## src/rtl/cmd_pkg.sv

```systemverilog
// Shared opcodes and state/target encodings for the UART command parser.
package cmd_pkg;

  localparam logic [7:0] ESC    = 8'h00;
  localparam logic [7:0] OP_RST = 8'hFF;
  localparam logic [7:0] OP_PW  = 8'h10;
  localparam logic [7:0] OP_PC  = 8'h11;
  localparam logic [7:0] OP_DLY = 8'h12;
  localparam logic [7:0] OP_ARM = 8'h20;

  typedef enum logic [2:0] {IDLE, CMD, ARG, DATA, DRAIN} state_t;
  typedef enum logic [1:0] {TGT_PW, TGT_PC, TGT_DLY} tgt_t;

endpackage

```

## src/rtl/cmd_arg_shift.sv

```systemverilog
// Little-endian argument assembler: collects ARG_BYTES bytes and presents the
// complete value combinationally while the final byte is on din.
module cmd_arg_shift #(
  parameter int ARG_BYTES = 2
) (
  input  logic                     clk,
  input  logic                     rst_n,
  input  logic                     clr,
  input  logic                     en,
  input  logic [7:0]               din,
  output logic                     last,
  output logic [8*ARG_BYTES-1:0]   value
);

  localparam int AW = 8 * ARG_BYTES;

  logic [7:0]    cnt_reg;
  logic [AW-1:0] bytes_q;

  assign last  = (cnt_reg == 8'(ARG_BYTES - 1));
  // Top byte slot is still zero here, so OR-ing din in yields the full value.
  assign value = bytes_q | (AW'(din) << (8 * (ARG_BYTES - 1)));

  always_ff @(posedge clk or negedge rst_n) begin
    if (!rst_n)      cnt_reg <= '0;
    else if (clr)    cnt_reg <= '0;
    else if (en)     cnt_reg <= last ? 8'd0 : cnt_reg + 8'd1;
  end

  for (genvar gi = 0; gi < ARG_BYTES; gi++) begin : g_byte
    logic [7:0] b_reg;
    always_ff @(posedge clk or negedge rst_n) begin
      if (!rst_n)                           b_reg <= '0;
      else if (clr)                         b_reg <= '0;
      else if (en && cnt_reg == 8'(gi))     b_reg <= din;
    end
    assign bytes_q[gi*8 +: 8] = b_reg;
  end

endmodule

```

## src/rtl/cmd_parser_p.sv

```systemverilog
// Escaped UART command decoder: numeric arguments, pattern upload, arm and
// soft reset, with an inter-byte timeout that resynchronises the stream.
module cmd_parser_p
  import cmd_pkg::*;
#(
  parameter int ARG_BYTES   = 2,
  parameter int DEPTH       = 32,
  parameter int ADDR_W      = (DEPTH > 1) ? $clog2(DEPTH) : 1,
  parameter int TIMEOUT_CYC = 120000,
  parameter int PW_DEFAULT  = 1,
  parameter int PC_DEFAULT  = 1
) (
  input  logic                   clk,
  input  logic                   rst_n,
  input  logic [7:0]             rx_data,
  input  logic                   rx_valid,
  output logic                   pat_we,
  output logic [ADDR_W-1:0]      pat_addr,
  output logic [7:0]             pat_wdata,
  output logic [ADDR_W:0]        pat_len,
  output logic                   pat_done,
  output logic [8*ARG_BYTES-1:0] pulse_width,
  output logic [8*ARG_BYTES-1:0] pulse_count,
  output logic [8*ARG_BYTES-1:0] pulse_delay,
  output logic                   arm,
  output logic                   soft_rst,
  output logic                   err
);

  localparam int AW = 8 * ARG_BYTES;
  localparam int TW = $clog2(TIMEOUT_CYC + 1);

  state_t            state_reg, state_next;
  tgt_t              tgt_reg, tgt_next;
  logic [7:0]        rem_reg, rem_next;     // 8 bits: drain length can be up to 255
  logic [ADDR_W:0]   idx_reg, idx_next;
  logic [TW-1:0]     to_cnt_reg;
  logic              pat_we_reg, pat_we_next, pat_done_reg, pat_done_next;
  logic [ADDR_W-1:0] pat_addr_reg, pat_addr_next;
  logic [7:0]        pat_wdata_reg, pat_wdata_next;
  logic [ADDR_W:0]   pat_len_reg, pat_len_next;
  logic [AW-1:0]     pw_reg, pw_next, pc_reg, pc_next, pd_reg, pd_next;
  logic              arm_reg, arm_next, srst_reg, srst_next, err_reg, err_next;
  logic              timeout, arg_last;
  logic [AW-1:0]     arg_value;

  cmd_arg_shift #(.ARG_BYTES(ARG_BYTES)) u_arg (
    .clk   (clk),
    .rst_n (rst_n),
    .clr   (state_reg != ARG),
    .en    (rx_valid && state_reg == ARG),
    .din   (rx_data),
    .last  (arg_last),
    .value (arg_value)
  );

  // A byte arriving on the expiry cycle suppresses the timeout.
  assign timeout = (state_reg != IDLE) && !rx_valid && (to_cnt_reg == TW'(TIMEOUT_CYC - 1));

  always_ff @(posedge clk or negedge rst_n) begin
    if (!rst_n)                             to_cnt_reg <= '0;
    else if (rx_valid || state_reg == IDLE) to_cnt_reg <= '0;
    else                                    to_cnt_reg <= to_cnt_reg + TW'(1);
  end

  always_comb begin
    state_next     = state_reg;
    tgt_next       = tgt_reg;
    rem_next       = rem_reg;
    idx_next       = idx_reg;
    pat_addr_next  = pat_addr_reg;
    pat_wdata_next = pat_wdata_reg;
    pat_len_next   = pat_len_reg;
    pw_next        = pw_reg;
    pc_next        = pc_reg;
    pd_next        = pd_reg;
    pat_we_next    = 1'b0;
    pat_done_next  = 1'b0;
    arm_next       = 1'b0;
    srst_next      = 1'b0;
    err_next       = 1'b0;
    if (timeout) begin
      state_next = IDLE;
      err_next   = 1'b1;
    end else if (rx_valid) begin
      case (state_reg)
        IDLE: begin
          if (rx_data == ESC) begin
            state_next = CMD;
          end else if (int'(rx_data) <= DEPTH) begin
            state_next    = DATA;
            rem_next      = rx_data;
            idx_next      = '0;
            pat_addr_next = '0;
          end else begin
            state_next = DRAIN;
            rem_next   = rx_data;
            err_next   = 1'b1;
          end
        end
        CMD: begin
          state_next = IDLE;
          case (rx_data)
            OP_RST: begin
              srst_next = 1'b1;
              pw_next   = AW'(PW_DEFAULT);
              pc_next   = AW'(PC_DEFAULT);
              pd_next   = '0;
            end
            OP_PW:   begin tgt_next = TGT_PW;  state_next = ARG; end
            OP_PC:   begin tgt_next = TGT_PC;  state_next = ARG; end
            OP_DLY:  begin tgt_next = TGT_DLY; state_next = ARG; end
            OP_ARM:  arm_next = 1'b1;
            default: err_next = 1'b1;
          endcase
        end
        ARG: begin
          if (arg_last) begin
            state_next = IDLE;
            case (tgt_reg)
              TGT_PW:  pw_next = arg_value;
              TGT_PC:  pc_next = arg_value;
              default: pd_next = arg_value;
            endcase
          end
        end
        DATA: begin
          pat_we_next    = 1'b1;
          pat_wdata_next = rx_data;
          pat_addr_next  = idx_reg[ADDR_W-1:0];
          idx_next       = idx_reg + (ADDR_W+1)'(1);
          rem_next       = rem_reg - 8'd1;
          if (rem_reg == 8'd1) begin
            pat_len_next  = idx_reg + (ADDR_W+1)'(1);
            pat_done_next = 1'b1;
            state_next    = IDLE;
          end
        end
        DRAIN: begin
          rem_next = rem_reg - 8'd1;
          if (rem_reg == 8'd1) state_next = IDLE;
        end
        default: state_next = IDLE;
      endcase
    end
  end

  always_ff @(posedge clk or negedge rst_n) begin
    if (!rst_n) begin
      state_reg     <= IDLE;
      tgt_reg       <= TGT_PW;
      rem_reg       <= '0;
      idx_reg       <= '0;
      pat_we_reg    <= 1'b0;
      pat_addr_reg  <= '0;
      pat_wdata_reg <= '0;
      pat_len_reg   <= '0;
      pat_done_reg  <= 1'b0;
      pw_reg        <= AW'(PW_DEFAULT);
      pc_reg        <= AW'(PC_DEFAULT);
      pd_reg        <= '0;
      arm_reg       <= 1'b0;
      srst_reg      <= 1'b0;
      err_reg       <= 1'b0;
    end else begin
      state_reg     <= state_next;
      tgt_reg       <= tgt_next;
      rem_reg       <= rem_next;
      idx_reg       <= idx_next;
      pat_we_reg    <= pat_we_next;
      pat_addr_reg  <= pat_addr_next;
      pat_wdata_reg <= pat_wdata_next;
      pat_len_reg   <= pat_len_next;
      pat_done_reg  <= pat_done_next;
      pw_reg        <= pw_next;
      pc_reg        <= pc_next;
      pd_reg        <= pd_next;
      arm_reg       <= arm_next;
      srst_reg      <= srst_next;
      err_reg       <= err_next;
    end
  end

  assign pat_we      = pat_we_reg;
  assign pat_addr    = pat_addr_reg;
  assign pat_wdata   = pat_wdata_reg;
  assign pat_len     = pat_len_reg;
  assign pat_done    = pat_done_reg;
  assign pulse_width = pw_reg;
  assign pulse_count = pc_reg;
  assign pulse_delay = pd_reg;
  assign arm         = arm_reg;
  assign soft_rst    = srst_reg;
  assign err         = err_reg;

endmodule

```

## config.mk

```make
export PLATFORM = sky130hd
export DESIGN_NAME = cmd_parser_p
export DESIGN_NICKNAME = d
export VERILOG_FILES = /design/src/rtl/cmd_pkg.sv /design/src/rtl/cmd_arg_shift.sv /design/src/rtl/cmd_parser_p.sv
export SDC_FILE = /design/constraint.sdc
export NUM_CORES = 1
export LEC_CHECK = 0
export ABC_AREA = 1
export CAP_MARGIN = 20
export CORE_UTILIZATION = 45
export CTS_CLUSTER_DIAMETER = 80
export DETAILED_ROUTE_END_ITERATION = 16
export GPL_TIMING_DRIVEN = 0
export PLACE_DENSITY_LB_ADDON = 0.08
export RECOVER_POWER = 25
export SYNTH_ARGS = -nofsm -noshare
export SYNTH_HDL_FRONTEND = slang
export SYNTH_HIERARCHICAL = 1
export SYNTH_SLANG_ARGS = --single-unit
```

## constraint.sdc

```tcl
create_clock -name clk -period 3.7 [get_ports clk]
set_input_delay 0.74 -clock clk [delete_from_list [all_inputs] [get_ports clk]]
set_output_delay 0.74 -clock clk [all_outputs]
set_load 0.02 [all_outputs]
```

==> flow_summary.toml, run 1 <==
[clocking]
ctsHoldBuffers = 0
cts.sinks = 132
postCtsSetupRepairBufs = 0
cts_buffers = 17
insertion_delay_ns = 0.42
cts_tree = "done"
cts_resized = 0
cts_htree_levels = 4
clk_pin_slew_worst_paths_ns = 0.06
cts_root_buf = "clkbuf_16"
clock_path_buffers = 2

[global_route]
grt_pass1_wl_mm = 26.3
grt_max_degree = 83
grtUsageMet1_pct = 28.5
grt.met3_usage_pct = 4.46
busiest_layer = "met2"
use_met2_pct = 38.3
gr-total-overflow = 0
grt_pass1_vias = 5656
antenna_found_initial = 0
track_usage_pct = 22.6

[worst_setup_path]
reg2regPathDepth = 11
crit_chain = "buf_6 > clkbuf_2"
cp_num_cells = 2
cp_slowest_cell = "clkbuf_2"
setup.worst_path.end_class = "asynchronous set/reset pin"
arrival_ns = 2.69
start_kind = "input port"
cp-startpoint = "rst_n"
path_delay_family = "buffers and inverters"
worstSetupPathType = "in2async"
reg2reg_from = "state_reg[2]"
ff2ff_setup_slack_ns = 1.51
cp.required_ns = 3.82
path_buf_inv = 2
cp_max_fo = 82
slowest_delay_ns = 1.52

[cells_and_area]
largest_reg_flops = 17
areaGrowthSynthToFinish_pct = 24.7
stdcell_area_um2 = 8150
layout.nets = 961
instances_no_fill = 1136
n_antenna_cell = 0
drive_above_1_share_pct = 9.10

[die]
io_pins = 83
core.rowCount = 43
die_y_um = 123
start_util_pct = 46.6
dieArea_um2 = 15000
die_w_um = 123
core_area_um2 = 14000

[drt]
drc = 0
routed_wirelength_mm = 15.6
post_drt_wl_per_cell_um = 13.7
vias = 5703
drtAntennaViolNets = 0
first_pass_iters = 5
drtIter0Drc = 295
via_per_inst = 5.02

[min_path]
hold_class = "in2async"

[timing]
hold_slack_ns = 0.263
drv_slew = 83
min_period_over_period_pct = 69.6
fin_ws_ns = 1.13
setup_viol_count_final = 0
fin_crit_ns = 2.57
fmax_mhz = 388
skew_ns = 0.0122
final_hold_viol_count = 0
slew_headroom_pct = -34.4
worst_pin_slew_ns = 2.02
grt_setup_unrepaired = "no"

[pwr]
ir_worst_vdd_mv = 0.358
p_seq_share_pct = 34.4
p_comb_share_pct = 38.1
p_clk_share_pct = 27.5
intPower_mw = 3.65
switchingPower_mw = 2.18
netSwitchingFraction_pct = 37.4
p_leak_nw = 4.07
powerDensity_nw_per_um2 = 715

[logic_synthesis]
synth-seq-cells = 132
synthCells = 841
syn_area_per_cell_um2 = 7.77
ys.flop_type = "dfrtp_1"
yosysSeqAreaShare_pct = 50.6
synth_cell_types = 34
synth_edf_count = 0
synth_nets = 859
ys.warnings.count = 6
synth-async-reset-ratio_pct = 100
netlist_area_um2 = 6540

[run]
cap_viol_max_count = 1

[placement]
dpl_cell_area_um2 = 7610
port_buffers = 82
dp_cells = 1104
place_ws_ns = 0.868
gp_congestion = 0.930
dpl.hpwl_mm = 11.4

[run_status]
violations = "max-capacitance violations, max-slew violations"
outcome = "finished, violations left"
[stage by stage]
step | utilization [%] | TNS, ns | power [mW]
2_1_floorplan | - | 0 | 3.40
3_3_place_gp | 54.0 | -431.46 | 4.20
3_5_place_dp | 54.2 | 0 | 4.25
4_1_cts | 58.2 | 0 | 5.88
5_1_grt | 58.1 | 0 | 6.23
6_report | 58.1 | 0 | 5.83
[placed cells by master (no fill, tap or decap), types with 2 or more instances in the layout]
master | Yosys | routed
nand2_1 | 274 | 274
dfrtp_1 | 130 | 130
nand3_1 | 107 | 107
nor2_1 | 105 | 105
clkdlybuf4s50_1 | 0 | 81
inv_1 | 76 | 76
buf_2 | 17 | 17
clkbuf_16 | 0 | 17
o21ai_0 | 16 | 16
a21oi_1 | 13 | 13
nand4_1 | 11 | 11
clkbuf_1 | 3 | 10
nor3_1 | 9 | 9
o21ai_1 | 9 | 9
or2_2 | 9 | 9
nor2_4 | 7 | 7
ha_1 | 7 | 7
nand2_2 | 6 | 6
inv_2 | 5 | 5
mux2_1 | 5 | 5
o21a_1 | 4 | 4
buf_6 | 3 | 4
xnor2_1 | 4 | 4
xor2_1 | 3 | 3
nor2_2 | 3 | 3
buf_4 | 3 | 3
clkinv_2 | 0 | 3
clkbuf_8 | 0 | 2
bufinv_16 | 0 | 2
dfstp_2 | 2 | 2
nand3_2 | 2 | 2
[area by class of cell]
cell class,count,area (µm²)
inverter,82,308
multi-input combinational,600,2760
clock buffer,26,479
clock inverter,6,82.6
buffer,27,160
tap,180,225
sequential,132,3310
fill,1267,5890
timing repair buffer,83,827
[synthesized netlist by cell type, types with 4 or more instances]
master / n / area, µm²
a21oi_1: 13 / 65.1
buf_2: 17 / 85.1
dfrtp_1: 130 / 3250
ha_1: 7 / 87.6
inv_1: 76 / 285
inv_2: 5 / 18.8
mux2_1: 5 / 56.3
nand2_1: 274 / 1030
nand2_2: 6 / 37.5
nand3_1: 107 / 536
nand4_1: 11 / 68.8
nor2_1: 105 / 394
nor2_4: 7 / 78.8
nor3_1: 9 / 45.0
o21a_1: 4 / 30.0
o21ai_0: 16 / 80.1
o21ai_1: 9 / 45.0
or2_2: 9 / 56.3
xnor2_1: 4 / 35.0
[power groups by stage]
| stage | combinational (mW) | sequential, mW | clock [mW] |
|---|---|---|---|
| CTS | 2.23 | 2.01 | 1.64 |
| global placement | 2.19 | 2.01 | 0 |
| global route | 2.48 | 2.05 | 1.71 |
| detailed placement | 2.23 | 2.03 | 0 |
| finish | 2.22 | 2.00 | 1.60 |
| floorplan | 1.16 | 2.25 | 0 |
[metal layers]
metal	up-vias	routed length (µm)
met2	111	7480
met1	2717	7290
met3	21	505
li1	2854	-
met5	-	0
met4	0	323
[worst paths after layout]
path / endpoint
max in group clk: pulse_width[3]
max reg2reg: u_arg/g_byte[0].b_reg[1]
min: u_arg/cnt_reg[2]
min reg2reg: pulse_count[0]
max: pat_len[2]
min in group clk: pulse_count[0]
[cells by family (layout without fill, tap and decap cells)]
kind of cell / after synthesis / count (layout) / synth area share (%)
simple gates: 534 / 534 / 35.0
fa+ha+maj: 7 / 7 / 1.34
flops: 132 / 132 / 50.6
buf+inv: 109 / 224 / 7.16
mux: 6 / 6 / 1.03
compound gates: 46 / 46 / 3.92
xor+xnor: 7 / 7 / 0.938
Note: power is estimated with default switching activity, not from simulation.
==> inputs of run 2 (changes only) <==
clock period = 2.6 ns   (was 3.7 ns; I/O delays follow)
==> run 2 against run 1 <==
Net effect:
- critical path depth rose by 9
- critical path type is now reg2reg
- register-to-register slack lost 1.1 ns
- the flow now finishes without violations
- sequential power is 43% higher
- non-clock buffer count unchanged
- count of clock-buffer cells in the layout unchanged
- clock skew is 0.0010 ns lower
==> flow_summary.toml, run 2 (same netlist as run 1, synthesis figures left out) <==
[run_status]
outcome = "finished clean"

[pwr]
p_leak_nw = 4.07
powerDensity_nw_per_um2 = 1020
ir_worst_vdd_mv = 0.510
intPower_mw = 5.19
p_comb_share_pct = 38.1
p_seq_share_pct = 34.4
switchingPower_mw = 3.11
p_clk_share_pct = 27.5
netSwitchingFraction_pct = 37.5

[drt]
post_drt_wl_per_cell_um = 13.7
vias = 5698
routed_wirelength_mm = 15.6
drtIter0Drc = 291
drc = 0
drtAntennaViolNets = 0
first_pass_iters = 5
via_per_inst = 5.02

[cells_and_area]
multi_input_area_um2 = 2760
layout_common_cells = "nand2_1, dfrtp_1, nand3_1"
instances_no_fill = 1136
regArea_um2 = 3310
layout_commonest_cell = "nand2_1"
drive_above_1_share_pct = 9.10
layout.nets = 961
fill_cells = 1266
stdcell_area_um2 = 8170
areaGrowthSynthToFinish_pct = 24.9
n_antenna_cell = 0
largest_reg_flops = 17

[worst_setup_path]
arrival_ns = 2.49
setup.worst_path.end_class = "register"
start_kind = "register"
worstSetupPathType = "reg2reg"
cp.required_ns = 2.90
cp_max_fo = 10

[clocking]
cts_buffers = 17
cts_htree_levels = 4
ctsHoldBuffers = 0
cts_tree = "done"
insertion_delay_ns = 0.42
cts_resized = 0
cts.sinks = 132
clk_pin_slew_worst_paths_ns = 0.05
clock_path_buffers = 2
cts_root_buf = "clkbuf_16"
postCtsSetupRepairBufs = 0

[timing]
fin_crit_ns = 2.19
setup_viol_count_final = 0
drv_slew = 0
fmax_mhz = 457
skew_ns = 0.0112
fin_tns_setup_ns = 0
final_hold_viol_count = 0
worst_pin_slew_ns = 1.33
min_period_over_period_pct = 84.2
grt_setup_unrepaired = "no"
slew_headroom_pct = 11.5
hold_slack_ns = 0.405

[die]
core_area_um2 = 14000
die_w_um = 123
start_util_pct = 46.6
die_y_um = 123
core.rowCount = 43
dieArea_um2 = 15000
io_pins = 83

[placement]
dpl.hpwl_mm = 11.4
dp_cells = 1104
port_buffers = 82
dpl_cell_area_um2 = 7610
gp_congestion = 0.930

[global_route]
track_usage_pct = 22.6
gr-total-overflow = 0
grt_pass1_vias = 5656
antenna_found_initial = 0
grt_pass1_wl_mm = 26.3
grt_max_degree = 83

[min_path]
hold_class = "in2async"

[run]
cap_viol_max_count = 0
==> run 2: cell counts in the layout (fill, tap and decap cells not counted) <==
No cell type changed its count.
==> run 2: layout make-up <==
| type | instances | area share, % |
|---|---|---|
| plain buffers | 27 | 1.96 |
| clock buffers | 26 | 5.87 |
| clock inverters | 6 | 1.01 |
| inverters | 82 | 3.77 |
| multi-input cells | 600 | 33.8 |
| flip-flops and latches | 132 | 40.5 |
| well taps | 180 | 2.76 |
| repair buffers | 83 | 10.3 |
==> run 2: worst paths after layout <==
kind                                     start                       end  slack (ns)  cells past startpoint
worst max-delay path              state_reg[2]  u_arg/g_byte[0].b_reg[1]        0.41                     11
worst min-delay path                     rst_n          u_arg/cnt_reg[4]        0.41                      1
worst max register to register    state_reg[2]  u_arg/g_byte[0].b_reg[1]        0.41                     11
worst min register to register  pulse_width[2]            pulse_width[2]        0.47                      2
max in group asynchronous                rst_n            pulse_count[0]        1.16                      2
min in group clk                pulse_width[2]            pulse_width[2]        0.47                      2
==> run 2: per-layer routing <==
layer / wire length [µm] / GRT usage, %
met5: 0 / 0
met3: 557 / 4.46
met1: 7280 / 28.5
met4: 320 / 8.61
met2: 7440 / 38.3
==> run 2: through the flow <==
stage | worst slack [ns] | total power, mW | util [%]
finish | 0.412 | 8.30 | 58.2
global route | 0.211 | 8.88 | 58.2
CTS | 0.405 | 8.37 | 58.2
detailed placement | -0.0124 | 6.05 | 54.2
global placement | -4.18 | 5.98 | 54.0
floorplan | 0.785 | 4.84 | -
==> run 2: power by group through the flow <==
stage | clock network [mW] | registers (mW) | logic [mW]
2_1_floorplan | 0 | 3.20 | 1.65
3_3_place_gp | 0 | 2.86 | 3.12
3_5_place_dp | 0 | 2.88 | 3.17
4_1_cts | 2.33 | 2.85 | 3.18
5_1_grt | 2.43 | 2.91 | 3.53
6_report | 2.29 | 2.85 | 3.16
==> run 2: critical path, cell delays in order, from the launching register on <==
cell	delay, ns
dfrtp_1	0.41
inv_1	0.11
nand3_1	0.17
buf_2	0.24
buf_2	0.20
nor2_1	0.13
buf_4	0.18
nand3_1	0.13
nor2_4	0.22
inv_2	0.13
nand3_1	0.10
nand2_1	0.05
==> inputs of run 3 (changes only) <==
clock period = 2 ns   (was 2.6 ns; I/O delays follow)
==> run 3 against run 2 <==
Net effect:
- via count grew 0.65%
- worst setup slack worse by 0.36 ns
- largest power group unchanged
- critical path type is now reg2out
- hold slack better by 0.056 ns
- count of clock-buffer cells in the layout is the same
- first-iteration DRC count rose by 4.1%
- final cell count rose by 0.35%
- clock skew rose by 0.0017 ns
- cell area rose by 1.1%
- non-clock buffer count increased by 4
- critical endpoint is now pulse_width[0]
- critical path depth decreased by 10
- register-to-register slack worse by 0.24 ns
==> flow_summary.toml, run 3 (same netlist as run 1, synthesis figures left out) <==
[clocking]
clk_pin_slew_worst_paths_ns = 0.06
cts_htree_levels = 4
cts_tree = "done"
cts_root_buf = "clkbuf_16"
insertion_delay_ns = 0.42
cts.sinks = 132
cts_buffers = 17
clock_path_buffers = 2

[die]
start_util_pct = 46.6
die_y_um = 123
io_pins = 83
die_w_um = 123
dieArea_um2 = 15000
core.rowCount = 43
core_area_um2 = 14000

[pwr]
p_leak_nw = 4.16
powerDensity_nw_per_um2 = 1320
netSwitchingFraction_pct = 37.4
intPower_mw = 6.84
switchingPower_mw = 4.08
p_clk_share_pct = 27.3
p_seq_share_pct = 34.0
p_comb_share_pct = 38.7
ir_worst_vdd_mv = 0.664

[global_route]
grt_max_degree = 83
antenna_found_initial = 0
track_usage_pct = 22.7
gr-total-overflow = 0
grt_pass1_vias = 5663
grt_pass1_wl_mm = 26.4

[worst_setup_path]
arrival_ns = 1.55
slowest_delay_ns = 0.60
worstSetupPathType = "reg2out"
cp_num_cells = 1
cp_slowest_cell = "clkdlybuf4s50_1"
crit_chain = "clkdlybuf4s50_1"
path_delay_family = "buffers and inverters"
cp_max_fo = 2
reg2regPathDepth = 10
setup.worst_path.end_class = "output pin"
start_kind = "register"
cp.required_ns = 1.60
path_buf_inv = 1

[timing]
fmax_mhz = 513
drv_slew = 0
fin_tns_setup_ns = 0
min_period_over_period_pct = 97.6
worst_pin_slew_ns = 0.749
slew_headroom_pct = 50.0
setup_viol_count_final = 0
skew_ns = 0.0129
final_hold_viol_count = 0
grt_setup_unrepaired = "no"
hold_slack_ns = 0.461
fin_crit_ns = 1.95

[cells_and_area]
fill_cells = 1261
drive_above_1_share_pct = 9.90
post-route-util_pct = 58.8
layout_commonest_cell = "nand2_1"
layout_common_cells = "nand2_1, dfrtp_1, nand3_1"
largest_reg_flops = 17
layout.nets = 965
areaGrowthSynthToFinish_pct = 26.3
n_antenna_cell = 0

[min_path]
hold_class = "in2reg"
hold_depth = 2

[drt]
post_drt_wl_per_cell_um = 13.7
drc = 0
via_per_inst = 5.03
routed_wirelength_mm = 15.7
vias = 5735
first_pass_iters = 5
drtAntennaViolNets = 0
drtIter0Drc = 303

[run_status]
outcome = "finished clean"

[placement]
dpl.hpwl_mm = 11.4
gp_congestion = 0.930
port_buffers = 82

[run]
cap_viol_max_count = 0
## run 3: cell count changes in the layout (fill, tap and decap cells not counted), moves of 2 or more
cell and change:
nor2_2 +2, dlymetal6s2s_1 +6, buf_4 +4, nor2_1 -3, buf_6 +3, clkdlybuf4s50_1 -7, buf_2 -3
## run 3: worst paths after layout
path	endpoint	slack, ns	from
max in group asynchronous	pat_len[2]	0.42	rst_n
worst min register to register	pulse_count[0]	0.47	pulse_count[0]
worst max-delay path	pulse_width[0]	0.05	pulse_width[0]
worst min-delay path	pat_wdata[2]	0.46	rx_data[2]
worst max register to register	pulse_width[3]	0.17	u_arg/cnt_reg[1]
min in group asynchronous	u_arg/cnt_reg[2]	0.50	rst_n
## run 3: metrics by stage
stage | setup slack [ns] | instances | instance area, µm² | power, mW
finish | 0.0489 | 1140 | 8260 | 10.9
global route | 0.00662 | 1140 | 8260 | 11.7
CTS | 0.00248 | 1139 | 8230 | 11.0
detailed placement | -0.492 | 1104 | 7610 | 7.87
global placement | -4.66 | 1103 | 7580 | 7.77
floorplan | 0.185 | 841 | 6540 | 6.29
## run 3: per-layer routing
metal,part of all wire [%],track usage (%),vias up,wire length (µm)
li1,-,-,2859,-
met1,46,28.6,2727,7250
met2,48,38.5,130,7520
met3,3.8,4.41,19,588
met4,1.9,8.61,0,304
met5,0,0,-,0
## run 3: power groups by stage
| stage | sequential [mW] | combinational [mW] | clock (mW) |
|---|---|---|---|
| floorplan | 4.15 | 2.14 | 0 |
| global placement | 3.72 | 4.05 | 0 |
| detailed placement | 3.75 | 4.12 | 0 |
| CTS | 3.71 | 4.21 | 3.03 |
| global route | 3.79 | 4.71 | 3.16 |
| finish | 3.71 | 4.23 | 2.98 |
## run 3: cell type report
class | count | area, µm² | share of cell area, %
multi-input combinational | 600 | 2790 | 33.8
inverter | 82 | 310 | 3.76
clock inverter | 6 | 82.6 | 1.00
timing repair buffer | 89 | 907 | 11.0
tap | 180 | 225 | 2.73
buffer | 25 | 156 | 1.89
clock buffer | 26 | 479 | 5.80
sequential | 132 | 3310 | 40.0
## run 3: timing repair
item / in CTS / in global routing
hold buffers: 1 / 0
pin swaps: 1 / 2
setup buffers: 2 / 3
gates resized for setup: 7 / 10
setup endpoints to repair: 29 / 71
hold endpoints to repair: 50 / 0
